--- src/rtl/mips_isa_pkg.sv ---
// Shared MIPS ISA table: operation enum, opcode/funct codes, field positions.
// Used by both the instruction encoder and the control decoder so the two agree.
// Pure declarations and combinational helpers; no state.
package mips_isa_pkg;

   // Operation index carried on the encoder input; values >= NUM_OPS are illegal.
   typedef enum logic [4:0] {
      OP_ADDU, OP_SUBU, OP_SLT, OP_SLL, OP_SRA, OP_JR,
      OP_ORI, OP_LUI, OP_LW, OP_SW, OP_BEQ, OP_LH, OP_LHU,
      OP_LB, OP_LBU, OP_SH, OP_SB, OP_JAL, OP_SLTIU
   } op_e;

   localparam int NUM_OPS = 19;

   // Primary opcodes
   localparam logic [5:0] OPC_RTYPE = 6'b000000;
   localparam logic [5:0] OPC_ORI   = 6'b001101;
   localparam logic [5:0] OPC_LUI   = 6'b001111;
   localparam logic [5:0] OPC_LW    = 6'b100011;
   localparam logic [5:0] OPC_SW    = 6'b101011;
   localparam logic [5:0] OPC_BEQ   = 6'b000100;
   localparam logic [5:0] OPC_LH    = 6'b100001;
   localparam logic [5:0] OPC_LHU   = 6'b100101;
   localparam logic [5:0] OPC_LB    = 6'b100000;
   localparam logic [5:0] OPC_LBU   = 6'b100100;
   localparam logic [5:0] OPC_SH    = 6'b101001;
   localparam logic [5:0] OPC_SB    = 6'b101000;
   localparam logic [5:0] OPC_SLTIU = 6'b001011;
   localparam logic [5:0] OPC_JAL   = 6'b000011;

   // R-type function codes
   localparam logic [5:0] FN_ADDU = 6'b100001;
   localparam logic [5:0] FN_SUBU = 6'b100011;
   localparam logic [5:0] FN_SLT  = 6'b101010;
   localparam logic [5:0] FN_JR   = 6'b001000;
   localparam logic [5:0] FN_SLL  = 6'b000000;
   localparam logic [5:0] FN_SRA  = 6'b000011;

   // Field LSB positions within the 32-bit word
   localparam int OPC_LSB = 26;
   localparam int RS_LSB  = 21;
   localparam int RT_LSB  = 16;
   localparam int RD_LSB  = 11;
   localparam int SH_LSB  = 6;

   function automatic logic [31:0] r_word(input logic [4:0] rs, input logic [4:0] rt,
                                          input logic [4:0] rd, input logic [4:0] sh,
                                          input logic [5:0] fn);
      return (32'(OPC_RTYPE) << OPC_LSB) | (32'(rs) << RS_LSB) | (32'(rt) << RT_LSB) |
             (32'(rd) << RD_LSB) | (32'(sh) << SH_LSB) | 32'(fn);
   endfunction

   function automatic logic [31:0] i_word(input logic [5:0] opc, input logic [4:0] rs,
                                          input logic [4:0] rt, input logic [15:0] imm16);
      return (32'(opc) << OPC_LSB) | (32'(rs) << RS_LSB) | (32'(rt) << RT_LSB) | 32'(imm16);
   endfunction

   function automatic logic [31:0] j_word(input logic [5:0] opc, input logic [25:0] tgt);
      return (32'(opc) << OPC_LSB) | 32'(tgt);
   endfunction

endpackage

--- src/rtl/instr_encoder_if.sv ---
// Field-bundle input channel and encoded-word output channel, valid/ready each.
// No logic; latency defined by the endpoints.
// Backpressure: in_ready from the encoder, out_ready from the memory port.
interface instr_encoder_if;
   logic        in_valid;
   logic        in_ready;
   logic [4:0]  in_op;
   logic [4:0]  in_rs;
   logic [4:0]  in_rt;
   logic [4:0]  in_rd;
   logic [4:0]  in_shamt;
   logic [25:0] in_imm;
   logic        out_valid;
   logic        out_ready;
   logic [31:0] out_instr;
   logic [31:0] out_addr;

   // Program generator side
   modport master (
      output in_valid, in_op, in_rs, in_rt, in_rd, in_shamt, in_imm, out_ready,
      input  in_ready, out_valid, out_instr, out_addr
   );

   // Encoder side
   modport slave (
      input  in_valid, in_op, in_rs, in_rt, in_rd, in_shamt, in_imm, out_ready,
      output in_ready, out_valid, out_instr, out_addr
   );
endinterface

--- src/rtl/instr_pack.sv ---
// Maps an operation index plus register/immediate fields to a 32-bit MIPS word.
// Purely combinational, zero latency.
// No handshake; unused fields are zeroed, out-of-range ops give word 0 and illegal=1.
module instr_pack
   import mips_isa_pkg::*;
(
   input  logic [4:0]  op,
   input  logic [4:0]  rs,
   input  logic [4:0]  rt,
   input  logic [4:0]  rd,
   input  logic [4:0]  shamt,
   input  logic [25:0] imm,
   output logic [31:0] instr,
   output logic        illegal
);

   logic [15:0] imm16;
   assign imm16 = imm[15:0];

   // Select the format for each operation and keep only the fields it uses
   always_comb begin
      instr   = '0;
      illegal = (op >= 5'(NUM_OPS));
      case (op)
         OP_ADDU:  instr = r_word(rs, rt, rd, 5'd0, FN_ADDU);
         OP_SUBU:  instr = r_word(rs, rt, rd, 5'd0, FN_SUBU);
         OP_SLT:   instr = r_word(rs, rt, rd, 5'd0, FN_SLT);
         OP_SLL:   instr = r_word(5'd0, rt, rd, shamt, FN_SLL);
         OP_SRA:   instr = r_word(5'd0, rt, rd, shamt, FN_SRA);
         OP_JR:    instr = r_word(rs, 5'd0, 5'd0, 5'd0, FN_JR);
         OP_ORI:   instr = i_word(OPC_ORI, rs, rt, imm16);
         OP_LUI:   instr = i_word(OPC_LUI, 5'd0, rt, imm16);
         OP_LW:    instr = i_word(OPC_LW, rs, rt, imm16);
         OP_SW:    instr = i_word(OPC_SW, rs, rt, imm16);
         OP_BEQ:   instr = i_word(OPC_BEQ, rs, rt, imm16);
         OP_LH:    instr = i_word(OPC_LH, rs, rt, imm16);
         OP_LHU:   instr = i_word(OPC_LHU, rs, rt, imm16);
         OP_LB:    instr = i_word(OPC_LB, rs, rt, imm16);
         OP_LBU:   instr = i_word(OPC_LBU, rs, rt, imm16);
         OP_SH:    instr = i_word(OPC_SH, rs, rt, imm16);
         OP_SB:    instr = i_word(OPC_SB, rs, rt, imm16);
         OP_SLTIU: instr = i_word(OPC_SLTIU, rs, rt, imm16);
         OP_JAL:   instr = j_word(OPC_JAL, imm);
         default:  instr = '0;
      endcase
   end

endmodule

--- src/rtl/instr_encoder.sv ---
// Streaming encoder: field bundles in, packed words plus byte address out.
// Latency 1: a word accepted at edge N is on out_* after N, consumable at N+1.
// Backpressure: in_ready = !full & (!out_valid | out_ready); one word/cycle when drained.
module instr_encoder
   import mips_isa_pkg::*;
#(
   parameter int          IM_AW     = 10,
   parameter logic [31:0] BASE_ADDR = 32'h0000_3000
)
(
   input  logic          clk,
   input  logic          reset,
   input  logic          flush,
   instr_encoder_if.slave bus,
   output logic          full,
   output logic          err_illegal
);

   typedef enum logic {OUT_EMPTY, OUT_HOLD} out_state_e;

   out_state_e     state_q, state_d;
   logic [31:0]    instr_q, instr_d;
   logic [31:0]    addr_q, addr_d;
   logic [IM_AW:0] cnt_q, cnt_d;
   logic           err_q, err_d;

   logic [31:0]    pack_instr;
   logic           pack_illegal;
   logic           accept;
   logic [31:0]    slot_addr;

   instr_pack u_pack (
      .op      (bus.in_op),
      .rs      (bus.in_rs),
      .rt      (bus.in_rt),
      .rd      (bus.in_rd),
      .shamt   (bus.in_shamt),
      .imm     (bus.in_imm),
      .instr   (pack_instr),
      .illegal (pack_illegal)
   );

   // The counter MSB is the full flag: it only sets once all 2^IM_AW slots are used
   assign full          = cnt_q[IM_AW];
   assign bus.in_ready  = !full && (state_q == OUT_EMPTY || bus.out_ready);
   assign accept        = bus.in_valid && bus.in_ready;
   assign slot_addr     = BASE_ADDR + (32'(cnt_q[IM_AW-1:0]) << 2);

   assign bus.out_valid = (state_q == OUT_HOLD);
   assign bus.out_instr = instr_q;
   assign bus.out_addr  = addr_q;
   assign err_illegal   = err_q;

   // Next-state: flush wins; otherwise load on legal accept, drain on out_ready
   always_comb begin
      state_d = state_q;
      instr_d = instr_q;
      addr_d  = addr_q;
      cnt_d   = cnt_q;
      err_d   = err_q;
      if (flush) begin
         state_d = OUT_EMPTY;
         instr_d = '0;
         addr_d  = BASE_ADDR;
         cnt_d   = '0;
      end else begin
         if (accept && !pack_illegal) begin
            state_d = OUT_HOLD;
            instr_d = pack_instr;
            addr_d  = slot_addr;
            cnt_d   = cnt_q + {{IM_AW{1'b0}}, 1'b1};
         end else if (state_q == OUT_HOLD && bus.out_ready) begin
            state_d = OUT_EMPTY;
         end
         if (accept && pack_illegal) begin
            err_d = 1'b1;
         end
      end
   end

   // State register; reset drops any held word immediately
   always_ff @(posedge clk or negedge reset) begin
      if (!reset) begin
         state_q <= OUT_EMPTY;
         instr_q <= '0;
         addr_q  <= BASE_ADDR;
         cnt_q   <= '0;
         err_q   <= 1'b0;
      end else begin
         state_q <= state_d;
         instr_q <= instr_d;
         addr_q  <= addr_d;
         cnt_q   <= cnt_d;
         err_q   <= err_d;
      end
   end

endmodule

--- src/flat_wrapper.sv ---
// flat-port wrapper written by rule: the top's interface ports become plain ports
module instr_encoder_flat import mips_isa_pkg::*;
#(
   parameter int          IM_AW     = 10,
   parameter logic [31:0] BASE_ADDR = 32'h0000_3000
)
  (clk, reset, flush, full, err_illegal, bus_in_valid, bus_in_op, bus_in_rs, bus_in_rt, bus_in_rd, bus_in_shamt, bus_in_imm, bus_out_ready, bus_in_ready, bus_out_valid, bus_out_instr, bus_out_addr);
  instr_encoder_if bus_i ();
  input  logic clk;
  input  logic reset;
  input  logic flush;
  output logic full;
  output logic err_illegal;
  input wire logic [$bits(bus_i.in_valid)-1:0] bus_in_valid;
  input wire logic [$bits(bus_i.in_op)-1:0] bus_in_op;
  input wire logic [$bits(bus_i.in_rs)-1:0] bus_in_rs;
  input wire logic [$bits(bus_i.in_rt)-1:0] bus_in_rt;
  input wire logic [$bits(bus_i.in_rd)-1:0] bus_in_rd;
  input wire logic [$bits(bus_i.in_shamt)-1:0] bus_in_shamt;
  input wire logic [$bits(bus_i.in_imm)-1:0] bus_in_imm;
  input wire logic [$bits(bus_i.out_ready)-1:0] bus_out_ready;
  output wire logic [$bits(bus_i.in_ready)-1:0] bus_in_ready;
  output wire logic [$bits(bus_i.out_valid)-1:0] bus_out_valid;
  output wire logic [$bits(bus_i.out_instr)-1:0] bus_out_instr;
  output wire logic [$bits(bus_i.out_addr)-1:0] bus_out_addr;
  assign bus_i.in_valid = bus_in_valid;
  assign bus_i.in_op = bus_in_op;
  assign bus_i.in_rs = bus_in_rs;
  assign bus_i.in_rt = bus_in_rt;
  assign bus_i.in_rd = bus_in_rd;
  assign bus_i.in_shamt = bus_in_shamt;
  assign bus_i.in_imm = bus_in_imm;
  assign bus_i.out_ready = bus_out_ready;
  assign bus_in_ready = bus_i.in_ready;
  assign bus_out_valid = bus_i.out_valid;
  assign bus_out_instr = bus_i.out_instr;
  assign bus_out_addr = bus_i.out_addr;
  instr_encoder #(.IM_AW(IM_AW), .BASE_ADDR(BASE_ADDR)) u_core (.clk(clk), .reset(reset), .flush(flush), .bus(bus_i), .full(full), .err_illegal(err_illegal));
endmodule
--- config.mk ---
export PLATFORM = sky130hd
export DESIGN_NAME = instr_encoder_flat
export DESIGN_NICKNAME = d
export VERILOG_FILES = /design/src/rtl/mips_isa_pkg.sv /design/src/rtl/instr_encoder_if.sv /design/src/rtl/instr_pack.sv /design/src/rtl/instr_encoder.sv /design/src/flat_wrapper.sv
export SDC_FILE = /design/constraint.sdc
export NUM_CORES = 1
export LEC_CHECK = 0
export CAP_MARGIN = 10
export CORE_AREA = 3 3 85 87
export CTS_CLUSTER_DIAMETER = 100
export DETAILED_ROUTE_END_ITERATION = 8
export DIE_AREA = 0 0 88 90
export PLACE_DENSITY = 0.8
export SYNTH_ARGS = -nofsm -noshare
export SYNTH_HDL_FRONTEND = slang
export SYNTH_SLANG_ARGS = --single-unit
--- constraint.sdc ---
create_clock -name clk -period 3.3 [get_ports clk]
set_input_delay 0.66 -clock clk [delete_from_list [all_inputs] [get_ports clk]]
set_output_delay 0.66 -clock clk [all_outputs]
set_load 0.01 [all_outputs]
==> flow_summary_export.csv <==
group,metric,value,unit
synth,synthesis.instances,286,
floorplanning,num_io_pins,124,
cts,clock_latency,0.30,ns
pwr,p_leak,1.686,nW
cts,htree_levels,2,
cts,clock_sinks,54,
floorplanning,die_h,90,um
placement,placed_cells,451,
pwr,p_total,1.425,mW
route,wl_per_cell,15.96,um
setup_path,worstRegToRegCells,5,
global_routing,grt_pass1_wl,11820,um
sta,tns,0,ns
status,status,"completed",
setup_path,rr_endpoint,"u_core.bus.out_instr[15]",
synth,yosys.area_share.simple,0.1275,
cts,cts_buffers,5,
synth,yosysMostFrequentCell,"dfrtp_1",
sta,whs,0.4582,ns
cts,hold_buffers,0,
setup_path,criticalPathCategory,"in -> out",
cts,clockBufferDepth,2,
synth,synth-xor-area-share,0.005950,
placement,port_buffers,100,
synth,synth-compound-area-share,0.2915,
pwr,ir_worst_vdd,0.0002411,V
route,drcViolationCount,0,
global_routing,antenna_found_initial,0,
route,wl,7311,um
global_routing,grt_pass1_vias,2441,
setup_path,cpPeakStageDelay,0.55,ns
route,firstDrtPassIters,4,
synth,yosys_register_bits,54,
floorplanning,placementRows,29,
setup_path,cp_max_fo,6,
finish,instances_no_fill,458,
cts,clkSlewWorstSetupHoldPaths,0.09,ns
floorplanning,fp.dieW,88,um
synth,synth_common_cells,"54 x dfrtp_1, 25 x a22o_1, 23 x buf_4",
finish,drive_gt1_frac,0.07349,
synth,ys_seq_area_frac,0.4590,
cts,post_cts_resized,0,
finish,area_delta_synth_final,38.21,%
setup_path,crit_required,2.64,ns
finish,fill_cells,565,
synth,synth_fa_ha_area_frac,0.004250,
synth,yosysUniqueCellTypes,47,
synth,yosys.area.top_type_share,0.4590,
placement,dpl.hpwl,5458,um
sta,period_minus_slack,2.858,ns
synth,netlist_area,0.002944,mm^2
placement,placed_area,0.003956,mm^2
synth,synth_top_family_by_area,"compound AO/OA/AOI/OAI gates",
setup_path,cp-end-kind,"output pin",
hold_path,min_path_type,"in -> async",
synth,avgSynthCellArea,10.29,um^2
cts,root_buffer,"clkbuf_8",
cts,cts_tree,"built",
synth,synth_top_cell_by_area,"dfrtp_1",
route,dr.first_iter.drc_count,137,
sta,grt_setup_unrepaired,"no",
sta,period_share,0.8660,
synth,yosysWarnings,0,
finish,multiInputGateArea,0.001369,mm^2
synth,ys_top_cells_by_area,"dfrtp_1 46%, a22o_1 7.4%, buf_4 5.9%",
setup_path,cp-start-kind,"input pin",
sta,worstMarginPinSlew,0.8599,ns
setup_path,r2r-start,"u_core.cnt_q[10]",
finish,regArea,0.001351,mm^2
sta,slew_viol_final,0,
finish,antenna_cells,0,
floorplanning,die_area,0.007920,mm^2
pwr,power_density,350.1,mW/mm^2
synth,async_flop_share,1.000,
sta,skew,0.002830,ns
sta,slew_headroom,0.4267,
synth,synth.area.mux_share,0.003825,
cts,post_cts_buffers,0,
floorplanning,core-area,0.006422,mm^2
setup_path,crit_arrival,2.20,ns
route,detail-route-antenna-nets,0,
floorplanning,initial_core_util,0.4584,
route,vias_per_cell,5.622,
global_routing,grt_max_degree,40,
setup_path,crit_top_cell,"clkdlybuf4s50_1",
job,cap_viol_max_count,0,
setup_path,reg2reg_slack,1.42,ns
finish,layout.nets,438,
setup_path,crit_chain,"clkdlybuf4s50_1 -> nor2b_1 -> nor2_1 -> clkdlybuf4s50_1",
global_routing,track_usage,0.1863,
synth,synth_top_flop_cell,"dfrtp_1",
synth,synth-edff-count,0,
placement,gp_congestion,0.7727,
sta,fmax,0.3499,GHz
sta,hold_violations,0,
global_routing,grt_overflow,0,
setup_path,critPathSlowestCell,"nor2b_1",
finish,design_area,0.004069,mm^2
sta,setup_viol,0,
route,vias,2575,
## power breakdown
| part | switching [mW] | internal (mW) |
|---|---|---|
| Clock | 0.205 | 0.243 |
| Combinational | 0.139 | 0.142 |
| Sequential | 0.0145 | 0.681 |
## critical path, delay by kind of cell
family	cells	cell delay, ns
AND/OR/NAND/NOR	2	0.63
buffers and inverters	2	0.90
## metrics by stage
step | setup slack (ns) | utilization
finish | 0.4423 | 0.6335
global route | 0.3357 | 0.6335
CTS | 0.4381 | 0.6335
detailed placement | 0.4398 | 0.6160
global placement | 0.4931 | 0.6160
floorplan | 1.103 | -
## placed cells by master (no fill, tap or decap), types with 7 or more instances in the layout
cell type / instances
nand2_1: 8
dfrtp_1: 54
inv_1: 10
buf_4: 11
conb_1: 23
a21oi_1: 13
o21ai_0: 7
a221o_1: 8
clkdlybuf4s50_1: 99
nand3_1: 10
a22o_1: 25
nor2_1: 10
o2bb2ai_1: 12
## logic make-up after synthesis
group                    Yosys count
adder cells (fa/ha/maj)            1
flip-flops                        54
AO/OA/AOI/OAI                    103
AND/OR/NAND/NOR                   67
buffers and inverters             56
XOR/XNOR                           2
other                              2
multiplexers                       1
## worst max path at each step
stage,startpoint,end,slack [ns],cells past startpoint
3_3_place_gp,bus_out_ready,bus_in_ready,0.49,4
2_1_floorplan,bus_in_op[1],u_core.cnt_q[7],1.10,5
6_report,bus_out_ready,bus_in_ready,0.44,4
5_1_grt,bus_out_ready,bus_in_ready,0.34,4
4_1_cts,bus_out_ready,bus_in_ready,0.44,4
3_5_place_dp,bus_out_ready,bus_in_ready,0.44,4
## sequential cells by signal (all words and copies together), names as in the netlist
| signal | count |
|---|---|
| u_core.cnt_q | 11 |
| u_core.bus.out_valid | 1 |
| u_core.bus.out_instr | 31 |
| u_core.err_illegal | 1 |
| u_core.bus.out_addr | 10 |
## metal layers
layer | vias up | part of all wire | wire length [um] | GRT usage
li1 | 1241 | - | - | -
met1 | 1214 | 0.43 | 3142 | 0.2607
met2 | 114 | 0.48 | 3485 | 0.2827
met3 | 6 | 0.086 | 627 | 0.05576
met4 | 0 | 0.0078 | 57 | 0.04476
met5 | - | 0 | 0 | 0
## layout make-up
| type | instances | share of cell area |
|---|---|---|
| clock buffer | 6 | 0.02030 |
| clock inverter | 1 | 0.007380 |
| inverter | 11 | 0.01015 |
| multi-input combinational | 197 | 0.3364 |
| sequential | 54 | 0.3321 |
| tap | 77 | 0.02368 |
| timing repair buffer | 112 | 0.2700 |
No activity file was read; power rests on OpenSTA's default activity.
